## src/rtl/pattern_detector.sv

```systemverilog
// pattern_detector
//   Serial bit-pattern detector with a programmable pattern and don't-care
//   mask. Accepted bits (x_valid=1) shift into a PAT_W-bit history. Once
//   PAT_W bits have been taken since the last load (or since the last
//   non-overlapping match), every accepted bit forms a full window that is
//   compared against the pattern under the mask. A registered match flag
//   pulses for one cycle per hit, and a saturating counter tallies hits.
//
// Ports
//   clk        : clock, rising edge
//   rst        : asynchronous active-low reset
//   x          : serial data bit
//   x_valid    : x is accepted only when high
//   pat_load   : strobe, captures pat_in/pat_mask and restarts filling
//   pat_in     : pattern, MSB = oldest bit, LSB = newest bit
//   pat_mask   : 1 = compare bit, 0 = don't-care
//   overlap    : 1 = overlapping detection, 0 = restart after each match
//   clr_cnt    : synchronous clear of match_cnt (wins over increment)
//   match      : registered one-cycle match flag
//   match_cnt  : saturating match count
//   state_o    : IDLE=0, FILL=1, ARMED=2
module pattern_detector #(
  parameter int unsigned PAT_W = 4,
  parameter int unsigned CNT_W = 8
) (
  input  logic             clk,
  input  logic             rst,
  input  logic             x,
  input  logic             x_valid,
  input  logic             pat_load,
  input  logic [PAT_W-1:0] pat_in,
  input  logic [PAT_W-1:0] pat_mask,
  input  logic             overlap,
  input  logic             clr_cnt,
  output logic             match,
  output logic [CNT_W-1:0] match_cnt,
  output logic [1:0]       state_o
);

  localparam int unsigned FW = $clog2(PAT_W + 1);
  localparam logic [FW-1:0] FILL_LAST = FW'(PAT_W - 1);

  typedef enum logic [1:0] {
    IDLE  = 2'd0,
    FILL  = 2'd1,
    ARMED = 2'd2
  } state_e;

  state_e             state_q, state_d;
  logic [PAT_W-1:0]   hist_q, hist_d;
  logic [FW-1:0]      fill_q, fill_d;
  logic [PAT_W-1:0]   pat_q, pat_d;
  logic [PAT_W-1:0]   mask_q, mask_d;
  logic               match_q, match_d;
  logic [CNT_W-1:0]   cnt_q, cnt_d;

  logic [PAT_W-1:0]   window;
  logic               hit;
  logic               full;

  // Candidate window is the history as it will look after this bit shifts in.
  assign window = (hist_q << 1) | PAT_W'(x);
  assign hit    = ((window ~^ pat_q) & mask_q) == mask_q;

  always_comb begin
    state_d = state_q;
    hist_d  = hist_q;
    fill_d  = fill_q;
    pat_d   = pat_q;
    mask_d  = mask_q;
    match_d = 1'b0;
    full    = 1'b0;

    if (pat_load) begin
      // A load restarts detection; a bit offered in the same cycle is dropped.
      pat_d   = pat_in;
      mask_d  = pat_mask;
      hist_d  = '0;
      fill_d  = '0;
      state_d = FILL;
    end else begin
      case (state_q)
        IDLE: ;
        FILL, ARMED: begin
          if (x_valid) begin
            hist_d = window;
            if (state_q == ARMED) begin
              full = 1'b1;
            end else begin
              fill_d = fill_q + FW'(1);
              full   = (fill_q >= FILL_LAST);
            end
            if (full) begin
              state_d = ARMED;
              if (hit) begin
                match_d = 1'b1;
                if (!overlap) begin
                  // History is kept, but PAT_W fresh bits are needed again.
                  fill_d  = '0;
                  state_d = FILL;
                end
              end
            end
          end
        end
        default: state_d = IDLE;
      endcase
    end
  end

  always_comb begin
    cnt_d = cnt_q;
    if (clr_cnt) begin
      cnt_d = '0;
    end else if (match_d && (cnt_q != '1)) begin
      cnt_d = cnt_q + CNT_W'(1);
    end
  end

  always_ff @(posedge clk or negedge rst) begin
    if (!rst) begin
      state_q <= IDLE;
      hist_q  <= '0;
      fill_q  <= '0;
      pat_q   <= '0;
      mask_q  <= '0;
      match_q <= 1'b0;
      cnt_q   <= '0;
    end else begin
      state_q <= state_d;
      hist_q  <= hist_d;
      fill_q  <= fill_d;
      pat_q   <= pat_d;
      mask_q  <= mask_d;
      match_q <= match_d;
      cnt_q   <= cnt_d;
    end
  end

  assign match     = match_q;
  assign match_cnt = cnt_q;
  assign state_o   = state_q;

endmodule

```

## config.mk

```make
export PLATFORM = sky130hd
export DESIGN_NAME = pattern_detector
export DESIGN_NICKNAME = d
export VERILOG_FILES = /design/src/rtl/pattern_detector.sv
export SDC_FILE = /design/constraint.sdc
export NUM_CORES = 1
export LEC_CHECK = 0
export BUFFER_PORTS_ARGS = -buffer_cell sky130_fd_sc_hd__buf_2
export CORE_MARGIN = 2
export CORE_UTILIZATION = 50
export CTS_CLUSTER_DIAMETER = 150
export DETAILED_ROUTE_END_ITERATION = 8
export PLACE_DENSITY_LB_ADDON = 0.25
export SYNTH_ARGS = -nofsm -noshare
export SYNTH_HDL_FRONTEND = slang
export SYNTH_SLANG_ARGS = --single-unit
```

## constraint.sdc

```tcl
create_clock -name clk -period 2.65 [get_ports clk]
set_clock_uncertainty 0.05 [all_clocks]
set_input_delay 0.3975 -clock clk [delete_from_list [all_inputs] [get_ports clk]]
set_output_delay 0.3975 -clock clk [all_outputs]
set_load 0.005 [all_outputs]
```

==> key figures, run 1 <==
Worst setup path
  – Req. time, crit path: 2820 ps
  – Crit path DAT: around 2400 ps
  – Startpoint types: flop
  – Setup Crit Path Kind: flop to flop
  – Worst Path Max Fanout: 17
  – Crit. End Element: flop

STA
  – Final Cycle Share: a little under nine tenths
  – Final Setup Violations: 0
  – Max Freq: about 440 MHz
  – Setup ws final: roughly 400 ps
  – Worst slew margin: between 50% and 60%
  – Worst Tran Pin Value: 617.1 ps
  – Total negative slack: 0 ps
  – Max-slew violations: 0
  – Final hold vios: 10
  – Hold Slack: -2.363 ps
  – Post-layout min period: about 2300 ps
  – RSZ-0062 raised after global routing: no

Routing
  – Detailed-route via count: ~1k
  – Routed len/inst: ~14 microns
  – Final wirelength: 2404 microns
  – Routed vias/inst: 5.884
  – DRC: 0
  – Antenna-violating nets left: 0
  – 1st-iter DRT viols: 31
  – Drt pass-1 iters: 4

Layout
  – Final instance area: approximately 1500 sq um
  – Commonest non-fill, non-tap cells in the layout: 25 x dfrtp_1, 25 x buf_2, 9 x inv_1, 9 x a21oi_1, 9 x mux2_2
  – Area delta synth->final: 12.03%
  – Diodes inserted: 0
  – Layout Nets: 163
  – Fraction of layout cells with a size suffix above 1: approximately a third

Floorplanning
  – Std cell rows: 18
  – Die H: roughly 55 microns
  – # IOs: 26
  – Initial core utilization: a little over half
  – Die area: between 3000 and 4000 sq um
  – Core footprint: 2500 sq um
  – Die width: about 55 microns

Clock tree
  – CTS Hold Buffers Added: 0
  – CTS H-tree lvls: 1
  – TritonCTS clock tree: built
  – Post-CTS Setup Inserts: 0
  – Count of cells resized by post-cts repair: 0
  – Worst-path clk slew: ~150 ps
  – Root buffer cell: clkbuf_4
  – TritonCTS buffer count: 3
  – CTS sink count: 25
  – Max Buffers Root-to-Sink: 2
  – Worst skew pair latency: between 300 and 400 ps

Global route
  – Remaining global-route overflow: 0
  – Total GRT Usage: 16.37%
  – Initial antenna violation count: 0
  – Vias in the first global route: about 940
  – Pin count of the biggest net entering global routing: 26
  – First-pass GRT wire length: a little over 4000 microns

Yosys
  – Mapped Cells: 117
  – Unique masters post-synth: 40
  – Synth Cell Area: around 1300 sq um
  – Mean post-synth cell area: between 10 and 15 sq um
  – Seq cells post-synth: 25
  – Syn Nets: ~140
  – Share of the yosys chip area belonging to registers: between 40% and 50%
  – Warnings, synthesis: 0

Pwr
  – Power Density: approximately 560 nW/um^2
  – Sw Pwr: 257.5 uW
  – Leakage: a little over 0.7 nW
  – Cell Int Power: 567.3 uW
  – Pwr Total: approximately 820 uW
  – Combinational share of power: about a quarter
  – Switch share: a little under a third
  – Clock Power Share: 21.4%
  – Maximum vdd drop: between 0.0004 and 0.0005 V
  – Sequential share of power: between 50 and 60%

Hold path
  – Worst Hold Class: input port to async pin

Place
  – Post-DP HPWL: roughly 1800 microns
  – Routability congestion estimate: 0.7764
  – Pre-CTS setup slack: roughly 420 ps
  – Placed inst area: between 1000 and 1500 sq um
  – # port buffers: 25

Status
  – Violated checks: negative hold slack
  – Status: finished with violations

Flow run
  – Maximum capacitance violations: 0
-- routing by layer --
layer  wire [microns]  global-route usage [%]
met5                0                       0
met3               90                   2.342
met2             1139                   26.53
met1             1155                   22.59
met4               19                   5.226
-- registers in the layout, indices dropped and copies added, names as in the netlist --
register	count
fill_q	3
hist_q	3
mask_q	4
match	1
match_cnt	8
pat_q	4
state_o	2
-- power by group through the flow --
stage	Combinational, mW	Sequential (mW)	Clock, mW
after global placement	0.191	0.452	0
after detailed placement	0.200	0.457	0
after floorplan	0.146	0.450	0
final	0.200	0.448	0.177
after global routing	0.224	0.453	0.194
after CTS	0.202	0.449	0.183
-- worst max-delay path, cell delays in order (launching register included) --
cell and delay [ps]:
dfrtp_1 400, inv_1 70, ha_1 380, nand2_2 140, nor3_2 140, nand3_2 260
or4b_1 580, o211a_1 140
-- path summary, 6_finish.rpt --
| check | start | to | slack [ps] | depth (start not counted) |
|---|---|---|---|---|
| worst max register to register | state_o[0] | match_cnt[6] | 390 | 7 |
| min in group clk | pat_in[1] | pat_q[1] | 250 | 2 |
| worst max-delay path | state_o[0] | match_cnt[6] | 390 | 7 |
| max in group asynchronous | rst | match_cnt[2] | 2170 | 1 |
| worst min register to register | pat_q[1] | pat_q[1] | 500 | 1 |
| worst min-delay path | rst | state_o[1] | -2 | 1 |
-- cell families (layout without fill, tap and decap cells) --
family / Yosys count / in the layout / share of synthesized area (%)
compound gates: 29 / 29 / 18.56
xor+xnor: 4 / 4 / 2.651
fa+ha+maj: 5 / 5 / 4.735
buf+inv: 13 / 38 / 5.113
flops: 25 / 25 / 47.35
mux: 9 / 9 / 7.671
simple gates: 32 / 32 / 13.92
-- synth_stat cells --
master     instances  share of area [%]
dfrtp_1           25                 47
a21oi_1            9                3.4
inv_1              9                2.6
mux2_2             9                7.7
nand3_1            8                3.0
nand2_1            6                1.7
ha_1               5                4.7
xor2_1             4                2.7
nor2_1             3               0.85
o21ai_0            3                1.1
or4_1              3                1.7
a22o_1             2                1.3
nor3_1             2               0.76
o31ai_1            2                1.1
o41ai_1            2                1.3
a2111oi_4          1                2.1
a21o_1             1               0.57
a221o_1            1               0.76
a22oi_2            1               0.95
a22oi_4            1                1.6
and3_1             1               0.47
buf_2              1               0.38
buf_6              1               0.85
clkbuf_1           1               0.28
clkbuf_8           1                1.0
nand2_2            1               0.47
nand2b_1           1               0.47
nand3_2            1               0.76
nor3_2             1               0.76
nor4_1             1               0.47
o211a_1            1               0.76
o21a_1             1               0.57
o221a_2            1               0.85
o311ai_0           1               0.66
o31a_1             1               0.66
o31a_2             1               0.76
or3_1              1               0.47
or3_2              1               0.57
or3b_2             1               0.66
or4b_1             1               0.76
-- layout make-up --
cell class              instances  area, sq um
multi-input cells              79        628.1
clock buffers                   3        22.52
repair buffers                 25        125.1
clock inverters                 1        7.507
inverters                       9        33.78
flip-flops and latches         25        625.6
fillers                       204         1020
well taps                      30        37.54
-- metrics by stage --
stage          util (%)  cells  hold slack [ps]
2_1_floorplan         -    117            51.91
3_3_place_gp      58.01    168            366.2
3_5_place_dp      58.01    168            372.6
4_1_cts           59.21    172            8.255
5_1_grt           59.21    172            33.02
6_report          59.21    172           -2.363
Note: power is estimated with default switching activity, not from simulation.
==> run 2: changes to the inputs <==
Settings changed: ABC_AREA set to 1, REMOVE_ABC_BUFFERS set to 1.
==> run 2 against run 1 <==
  * The run ends with design-rule violations, negative hold slack left
  * Global-route usage grew 2.4 points
  * Via count grew 22%
  * Sequential share of layout area shrank 4.9 points
==> key figures, run 2 <==
Layout
  – Max reg flops: 8 (unchanged)
  – Commonest non-fill, non-tap cells in the layout: 55 x nand2_1, 25 x dfrtp_1, 25 x buf_2 (was 25 x dfrtp_1, 25 x buf_2, 9 x inv_1, 9 x a21oi_1, 9 x mux2_2)
  – Diodes inserted: 0 (unchanged)
  – Fill cell count: 266 (was 204)
  – Commonest non-fill, non-tap cell in the layout: nand2_1
  – Layout Nets: 238 (was 163)
  – Fraction of layout cells with a size suffix above 1: 25.35% (was 33.80%)
  – Area delta synth->final: 12.25% (was 12.03%)

Worst setup path
  – Req. time, crit path: 2820 ps (about the same)
  – Crit path DAT: 1910 ps (was 2430 ps)
  – Setup Crit Path Kind: flop to flop (unchanged)
  – Startpoint types: flop (unchanged)
  – Crit. End Element: flop (unchanged)
  – Critical path cell sequence: ha_1, ha_1, nor2_1, nand3_2, nand2_4, nor2_4, nand3_4, nand2_8, nand2_2, nand2_1 (was inv_1, ha_1, nand2_2, nor3_2, nand3_2, or4b_1, o211a_1)
  – Critical path's largest stage delay: 440 ps (was 580 ps)
  – Most used cell along the critical path: ha_1
  – Slowest-stage cell, CP: dfrtp_1 (was or4b_1)
  – Worst Path Max Fanout: 9 (was 17)

Place
  – Routability congestion estimate: 0.8479 (was 0.7764)
  – Pre-CTS setup slack: 931.6 ps (was 424.3 ps)
  – Post-DP HPWL: 2210 microns (was 1774 microns)
  – # port buffers: 25 (unchanged)

Global route
  – Total GRT Usage: 18.81% (was 16.37%)
  – Remaining global-route overflow: 0 (unchanged)
  – Pin count of the biggest net entering global routing: 26 (unchanged)
  – Initial antenna violation count: 0 (unchanged)
  – First-pass GRT wire length: 5030 microns (was 4098 microns)
  – Vias in the first global route: 1210 (was 939)

Floorplanning
  – Std cell rows: 19 (was 18)
  – Die area: 3436 sq um (was 3070 sq um)
  – Die width: 58.62 microns (was 55.41 microns)
  – Core footprint: 2805 sq um (was 2500 sq um)
  – Initial core utilization: 53.17% (was 52.85%)
  – # IOs: 26 (unchanged)
  – Die H: 58.62 microns (was 55.41 microns)

Routing
  – Final wirelength: 2890 microns (was 2404 microns)
  – 1st-iter DRT viols: 45 (was 31)
  – Antenna-violating nets left: 0 (unchanged)
  – Routed len/inst: 11.65 microns (was 13.98 microns)
  – DRC: 2 (was 0)
  – Drt pass-1 iters: 6 (was 4)
  – Detailed-route via count: 1234 (was 1012)
  – Routed vias/inst: 4.976 (was 5.884)

Clock tree
  – CTS H-tree lvls: 1 (unchanged)
  – Worst-path clk slew: 150 ps (about the same)
  – TritonCTS buffer count: 3 (unchanged)
  – Root buffer cell: clkbuf_4 (unchanged)
  – Post-CTS Setup Inserts: 0 (unchanged)
  – TritonCTS clock tree: built (unchanged)
  – Count of cells resized by post-cts repair: 0 (unchanged)
  – Max Buffers Root-to-Sink: 2 (unchanged)
  – CTS sink count: 25 (unchanged)
  – CTS Hold Buffers Added: 0 (unchanged)
  – Worst skew pair latency: 320 ps (about the same)

STA
  – Post-layout min period: 1739 ps (was 2260 ps)
  – Max Freq: 574.9 MHz (was 442.4 MHz)
  – Worst slew margin: 63.34% (was 58.71%)
  – Total negative slack: 0 ps (unchanged)
  – Setup ws final: 910.5 ps (was 389.5 ps)
  – Final Setup Violations: 0 (unchanged)
  – Hold Slack: -15.52 ps (was -2.363 ps)
  – Worst Tran Pin Value: 549.9 ps (was 617.1 ps)
  – Final Cycle Share: 65.64% (was 85.30%)
  – RSZ-0062 raised after global routing: no (unchanged)
  – Max-slew violations: 0 (unchanged)
  – Final hold vios: 23 (was 10)

Yosys
  – Share of the yosys chip area belonging to registers: 41.95% (was 47.35%)
  – Ys async rst share: 100.0% (unchanged)
  – EDFF count, synth: 0 (unchanged)
  – Warnings, synthesis: 0 (unchanged)
  – Synth Cell Area: 1491 sq um (was 1321 sq um)
  – Mean post-synth cell area: 7.850 sq um (was 11.29 sq um)
  – Biggest area consumer among synthesized cells: dfrtp_1 (unchanged)
  – Top cells by area, synth: dfrtp_1 42%, nand2_1 14%, nand3_1 6.0% (was dfrtp_1 47%, mux2_2 7.7%, ha_1 4.7%)
  – Unique masters post-synth: 29 (was 40)
  – Seq cells post-synth: 25 (unchanged)
  – Mapped Cells: 190 (was 117)
  – Top cells by count, synth: 55 x nand2_1, 25 x dfrtp_1, 21 x inv_1, 18 x nand3_1, 16 x nor2_1 (was 25 x dfrtp_1, 9 x a21oi_1, 9 x inv_1, 9 x mux2_2, 8 x nand3_1)
  – Yosys top cell area share: 41.95% (was 47.35%)
  – Most numerous cell in the Yosys netlist: nand2_1 (was dfrtp_1)
  – Synth Flop Type: dfrtp_1 (unchanged)

Pwr
  – Power Density: 586.0 nW/um^2 (was 557.2 nW/um^2)
  – Maximum vdd drop: 0.0002947 V (was 0.0004088 V)
  – Leakage: 0.9250 nW (was 0.7149 nW)

Status
  – Status: finished with violations (unchanged)
  – Violated checks: design-rule violations, negative hold slack (was negative hold slack)

Hold path
  – Worst Hold Class: input port to async pin (unchanged)

Flow run
  – Maximum capacitance violations: 0 (unchanged)
[run 2: cell types whose count changed after synthesis, sizes merged, moves of 3 or more]
| cell | change |
|---|---|
| o21ai | +6 |
| nand2 | +61 |
| inv | +15 |
| mux2 | -9 |
| nor2 | +16 |
| or4 | -3 |
| a21oi | -7 |
| nand3 | +14 |
| xor2 | -3 |
[run 2: kinds of logic (layout without fill, tap and decap cells)]
family	count (synthesis)	in the layout	synth area share, %
simple gates	119	119	41.61
flops	25	25	41.95
xor+xnor	2	2	1.175
compound gates	12	12	4.195
fa+ha+maj	5	5	4.195
buf+inv	27	54	6.879
[run 2: stage by stage]
stage / instance area, sq um / utilization (%) / power (mW) / hold slack (ps) / instances
2_1_floorplan: 1483 / - / 0.7165 / 51.91 / 188
3_3_place_gp: 1647 / 58.70 / 0.7929 / 360.7 / 244
3_5_place_dp: 1647 / 58.70 / 0.8137 / 368.0 / 244
4_1_cts: 1674 / 59.68 / 0.9857 / 4.546 / 248
5_1_grt: 1674 / 59.68 / 1.050 / 9.555 / 248
6_report: 1674 / 59.68 / 0.9811 / -15.52 / 248
[run 2: layout make-up]
cell class | count | area (sq um) | area share (%)
Clock inverter | 1 | 5.005 | 0.2990
Clock buffer | 3 | 22.52 | 1.345
Inverter | 25 | 93.84 | 5.605
Tap cell | 31 | 38.79 | 2.317
Timing Repair Buffer | 25 | 125.1 | 7.474
Multi-Input combinational cell | 138 | 763.2 | 45.59
Sequential cell | 25 | 625.6 | 37.37
[run 2: worst paths after layout]
| kind | startpoint | to | slack [ps] | cells after the start |
|---|---|---|---|---|
| worst min-delay path | rst | state_o[0] | -20 | 1 |
| worst min register to register | mask_q[3] | mask_q[3] | 440 | 2 |
| worst max-delay path | fill_q[0] | match_cnt[5] | 910 | 10 |
| min in group clk | pat_mask[3] | mask_q[3] | 210 | 3 |
| max in group asynchronous | rst | match_cnt[3] | 2200 | 1 |
| worst max register to register | fill_q[0] | match_cnt[5] | 910 | 10 |
[run 2: critical path, delay by kind of cell, from the launching register on]
kind,cells,cell delay (ps)
simple gates,8,730
flops,1,440
fa+ha+maj,2,410
[run 2: where the power goes]
group          total, mW  switching (mW)  internal, mW
Clock              0.176           0.120        0.0565
Sequential         0.470          0.0410         0.430
Combinational      0.334           0.207         0.127
[run 2: per-layer routing]
layer	up-vias	share of wire, %	GRT usage (%)	wire length, microns
met1	555	47	25.39	1354
li1	655	-	-	-
met3	4	3.6	2.418	103
met4	0	1.2	5.844	34
met2	20	48	31.62	1398
met5	-	0	0	0
==> run 3: changes to the inputs <==
Clock period 2.65 ns to 1.6 ns, I/O delays scaled along.
==> run 3 against run 2 <==
  * The flow finishes with violations (design-rule violations)
  * Worst hold slack improved by 69 ps
  * Critical path depth did not move
  * Non-clock buffer count rose by 10
  * Global-route usage rose by 1.5 points
  * Total power rose by 82%
  * Highest routed layer unchanged
  * Sequential cell count did not move
  * Sequential share of layout area fell by 3.2 points
  * Register-to-register slack got worse by 900 ps
  * Wire length rose by 12%
  * Count of clock-buffer cells in the layout rose by 1
==> key figures, run 3 (synthesis results as in run 2) <==
Worst setup path
  – Worst Path Max Fanout: 8 (was 9)
  – Req. time, crit path: 1770 ps (was 2820 ps)
  – Crit path DAT: 1760 ps (was 1910 ps)
  – Reg2Reg Setup Slack: 7 ps (was 910 ps)
  – Reg2Reg Depth: 10 (unchanged)
  – Setup Crit Path Kind: flop to flop (unchanged)
  – Reg2reg start: fill_q[0] (unchanged)
  – R2r endpoint: match_cnt[0] (was match_cnt[5])
  – Crit. Startpoint: fill_q[0] (unchanged)
  – End of the critical path: match_cnt[0] (was match_cnt[5])
  – Startpoint types: flop (unchanged)
  – Crit. End Element: flop (unchanged)

Layout
  – Fill cell count: 241 (was 266)
  – Commonest non-fill, non-tap cells in the layout: 52 x nand2_1, 25 x buf_2, 24 x dfrtp_1 (was 55 x nand2_1, 25 x dfrtp_1, 25 x buf_2)
  – Diodes inserted: 0 (unchanged)
  – Fraction of layout cells with a size suffix above 1: 33.33% (was 25.35%)
  – Final instance area: 1836 sq um (was 1674 sq um)
  – Commonest non-fill, non-tap cell in the layout: nand2_1 (unchanged)
  – Area delta synth->final: 23.07% (was 12.25%)
  – Fin cells: 259 (was 248)
  – Layout Nets: 249 (was 238)
  – Finished Core Util: 65.43% (was 59.68%)
  – Max reg flops: 8 (unchanged)

STA
  – Worst slew margin: 63.80% (was 63.34%)
  – RSZ-0062 raised after global routing: yes (was no)
  – Total negative slack: 0 ps (unchanged)
  – Hold Slack: 53.69 ps (was -15.52 ps)
  – Post-layout min period: 1593 ps (was 1739 ps)
  – Final hold vios: 0 (was 23)
  – Final Setup Violations: 0 (unchanged)
  – Final Cycle Share: 99.53% (was 65.64%)
  – Max-slew violations: 0 (unchanged)
  – Max Freq: 627.9 MHz (was 574.9 MHz)
  – Worst Tran Pin Value: 542.9 ps (was 549.9 ps)

Clock tree
  – TritonCTS clock tree: built (unchanged)
  – CTS sink count: 25 (unchanged)
  – Worst-path clk slew: 140 ps (was 150 ps)
  – CTS H-tree lvls: 1 (unchanged)
  – Worst skew pair latency: 330 ps (was 320 ps)
  – Root buffer cell: clkbuf_4 (unchanged)
  – Max Buffers Root-to-Sink: 2 (unchanged)
  – TritonCTS buffer count: 3 (unchanged)

Pwr
  – Power Density: 971.7 nW/um^2 (was 586.0 nW/um^2)
  – Leakage: 0.9771 nW (was 0.9250 nW)
  – Maximum vdd drop: 0.0005346 V (was 0.0002947 V)

Routing
  – Routed wl met2: 1642 microns (was 1398 microns)
  – Max Used Layer: met4 (unchanged)
  – Routed len/inst: 12.48 microns (was 11.65 microns)
  – 1st-iter DRT viols: 47 (was 45)
  – Detailed-route via count: 1383 (was 1234)
  – Metal-1 WL: 1412 microns (was 1354 microns)
  – Antenna-violating nets left: 0 (unchanged)
  – Met3 Routed Length: 126 microns (was 103 microns)
  – Drt pass-1 iters: 6 (unchanged)
  – DRC: 2 (unchanged)
  – Final wirelength: 3232 microns (was 2890 microns)
  – Routed vias/inst: 5.340 (was 4.976)

Floorplanning
  – # IOs: 26 (unchanged)
  – Die width: 58.62 microns (unchanged)
  – Die area: 3436 sq um (unchanged)
  – Core footprint: 2805 sq um (unchanged)
  – Std cell rows: 19 (unchanged)
  – Die H: 58.62 microns (unchanged)
  – Initial core utilization: 53.17% (unchanged)

Status
  – Violated checks: design-rule violations (was design-rule violations, negative hold slack)
  – Status: finished with violations (unchanged)

Place
  – Post-DP HPWL: 2336 microns (was 2210 microns)
  – # port buffers: 25 (unchanged)
  – Placed insts: 252 (was 244)
  – Routability congestion estimate: 0.9018 (was 0.8479)
  – Placed inst area: 1707 sq um (was 1647 sq um)

Global route
  – First-pass GRT wire length: 5457 microns (was 5030 microns)
  – Remaining global-route overflow: 0 (unchanged)
  – Vias in the first global route: 1306 (was 1210)
  – Total GRT Usage: 20.31% (was 18.81%)
  – Initial antenna violation count: 0 (unchanged)
  – Pin count of the biggest net entering global routing: 26 (unchanged)

Flow run
  – Maximum capacitance violations: 0 (unchanged)

Hold path
  – Worst Hold Class: input port to flop (was input port to async pin)
==> run 3: worst min path at each step <==
stage,startpoint,endpoint,cells after the start
floorplan,rst,fill_q[0],0
global placement,rst,pat_q[3],1
detailed placement,rst,pat_q[3],1
CTS,pat_mask[2],mask_q[2],3
global route,pat_mask[2],mask_q[2],3
finish,pat_mask[3],mask_q[3],3
==> run 3: per-layer routing <==
| layer | global-route usage (%) | up-vias |
|---|---|---|
| met1 | 25.46 | 667 |
| met2 | 35.79 | 30 |
| met3 | 5.055 | 4 |
| met5 | 0 | - |
| met4 | 3.896 | 0 |
| li1 | - | 682 |
==> run 3: per-stage QoR <==
step                worst slack, ps  power (mW)
detailed placement           -108.1       1.404
global route                 -62.03       1.919
global placement              23.26       1.372
CTS                          -28.26       1.722
finish                        7.467       1.784
floorplan                     40.40       1.187
==> run 3: layout make-up <==
class	instances	area [sq um]	area share (%)
Sequential cell	25	626.9	34.15
Clock buffer	4	26.28	1.431
Inverter	25	93.84	5.112
Multi-Input combinational cell	139	847.1	46.15
Tap cell	31	38.79	2.113
Timing Repair Buffer	35	202.7	11.04
==> run 3: worst max-delay path, stage by stage (launching register included) <==
cell and delay [ps]:
dfrtp_1 430, ha_2 200, ha_4 160, nor2_4 100
nand3_4 90, nand2_4 80, nor2_4 40, nand3_4 100
nand2_8 100, nand2_2 80, nand2_2 50
==> run 3: report_power, final <==
group / switching [mW] / internal, mW / leakage, nW
sequential: 0.0591 / 0.712 / 0.324
combinational: 0.413 / 0.312 / 0.638
clock: 0.189 / 0.0978 / 0.0150
total: 0.662 / 1.12 / 0.977
==> run 3: repair_timing <==
item | 4_1_cts | 5_1_grt
pin swaps | 7 | 7
setup buffers | 1 | 0
endpoints found under the hold margin | 25 | 0
hold buffers | 1 | 0
resized for setup | 8 | 10
setup endpoints to repair | 10 | 10
cloned | 1 | 0
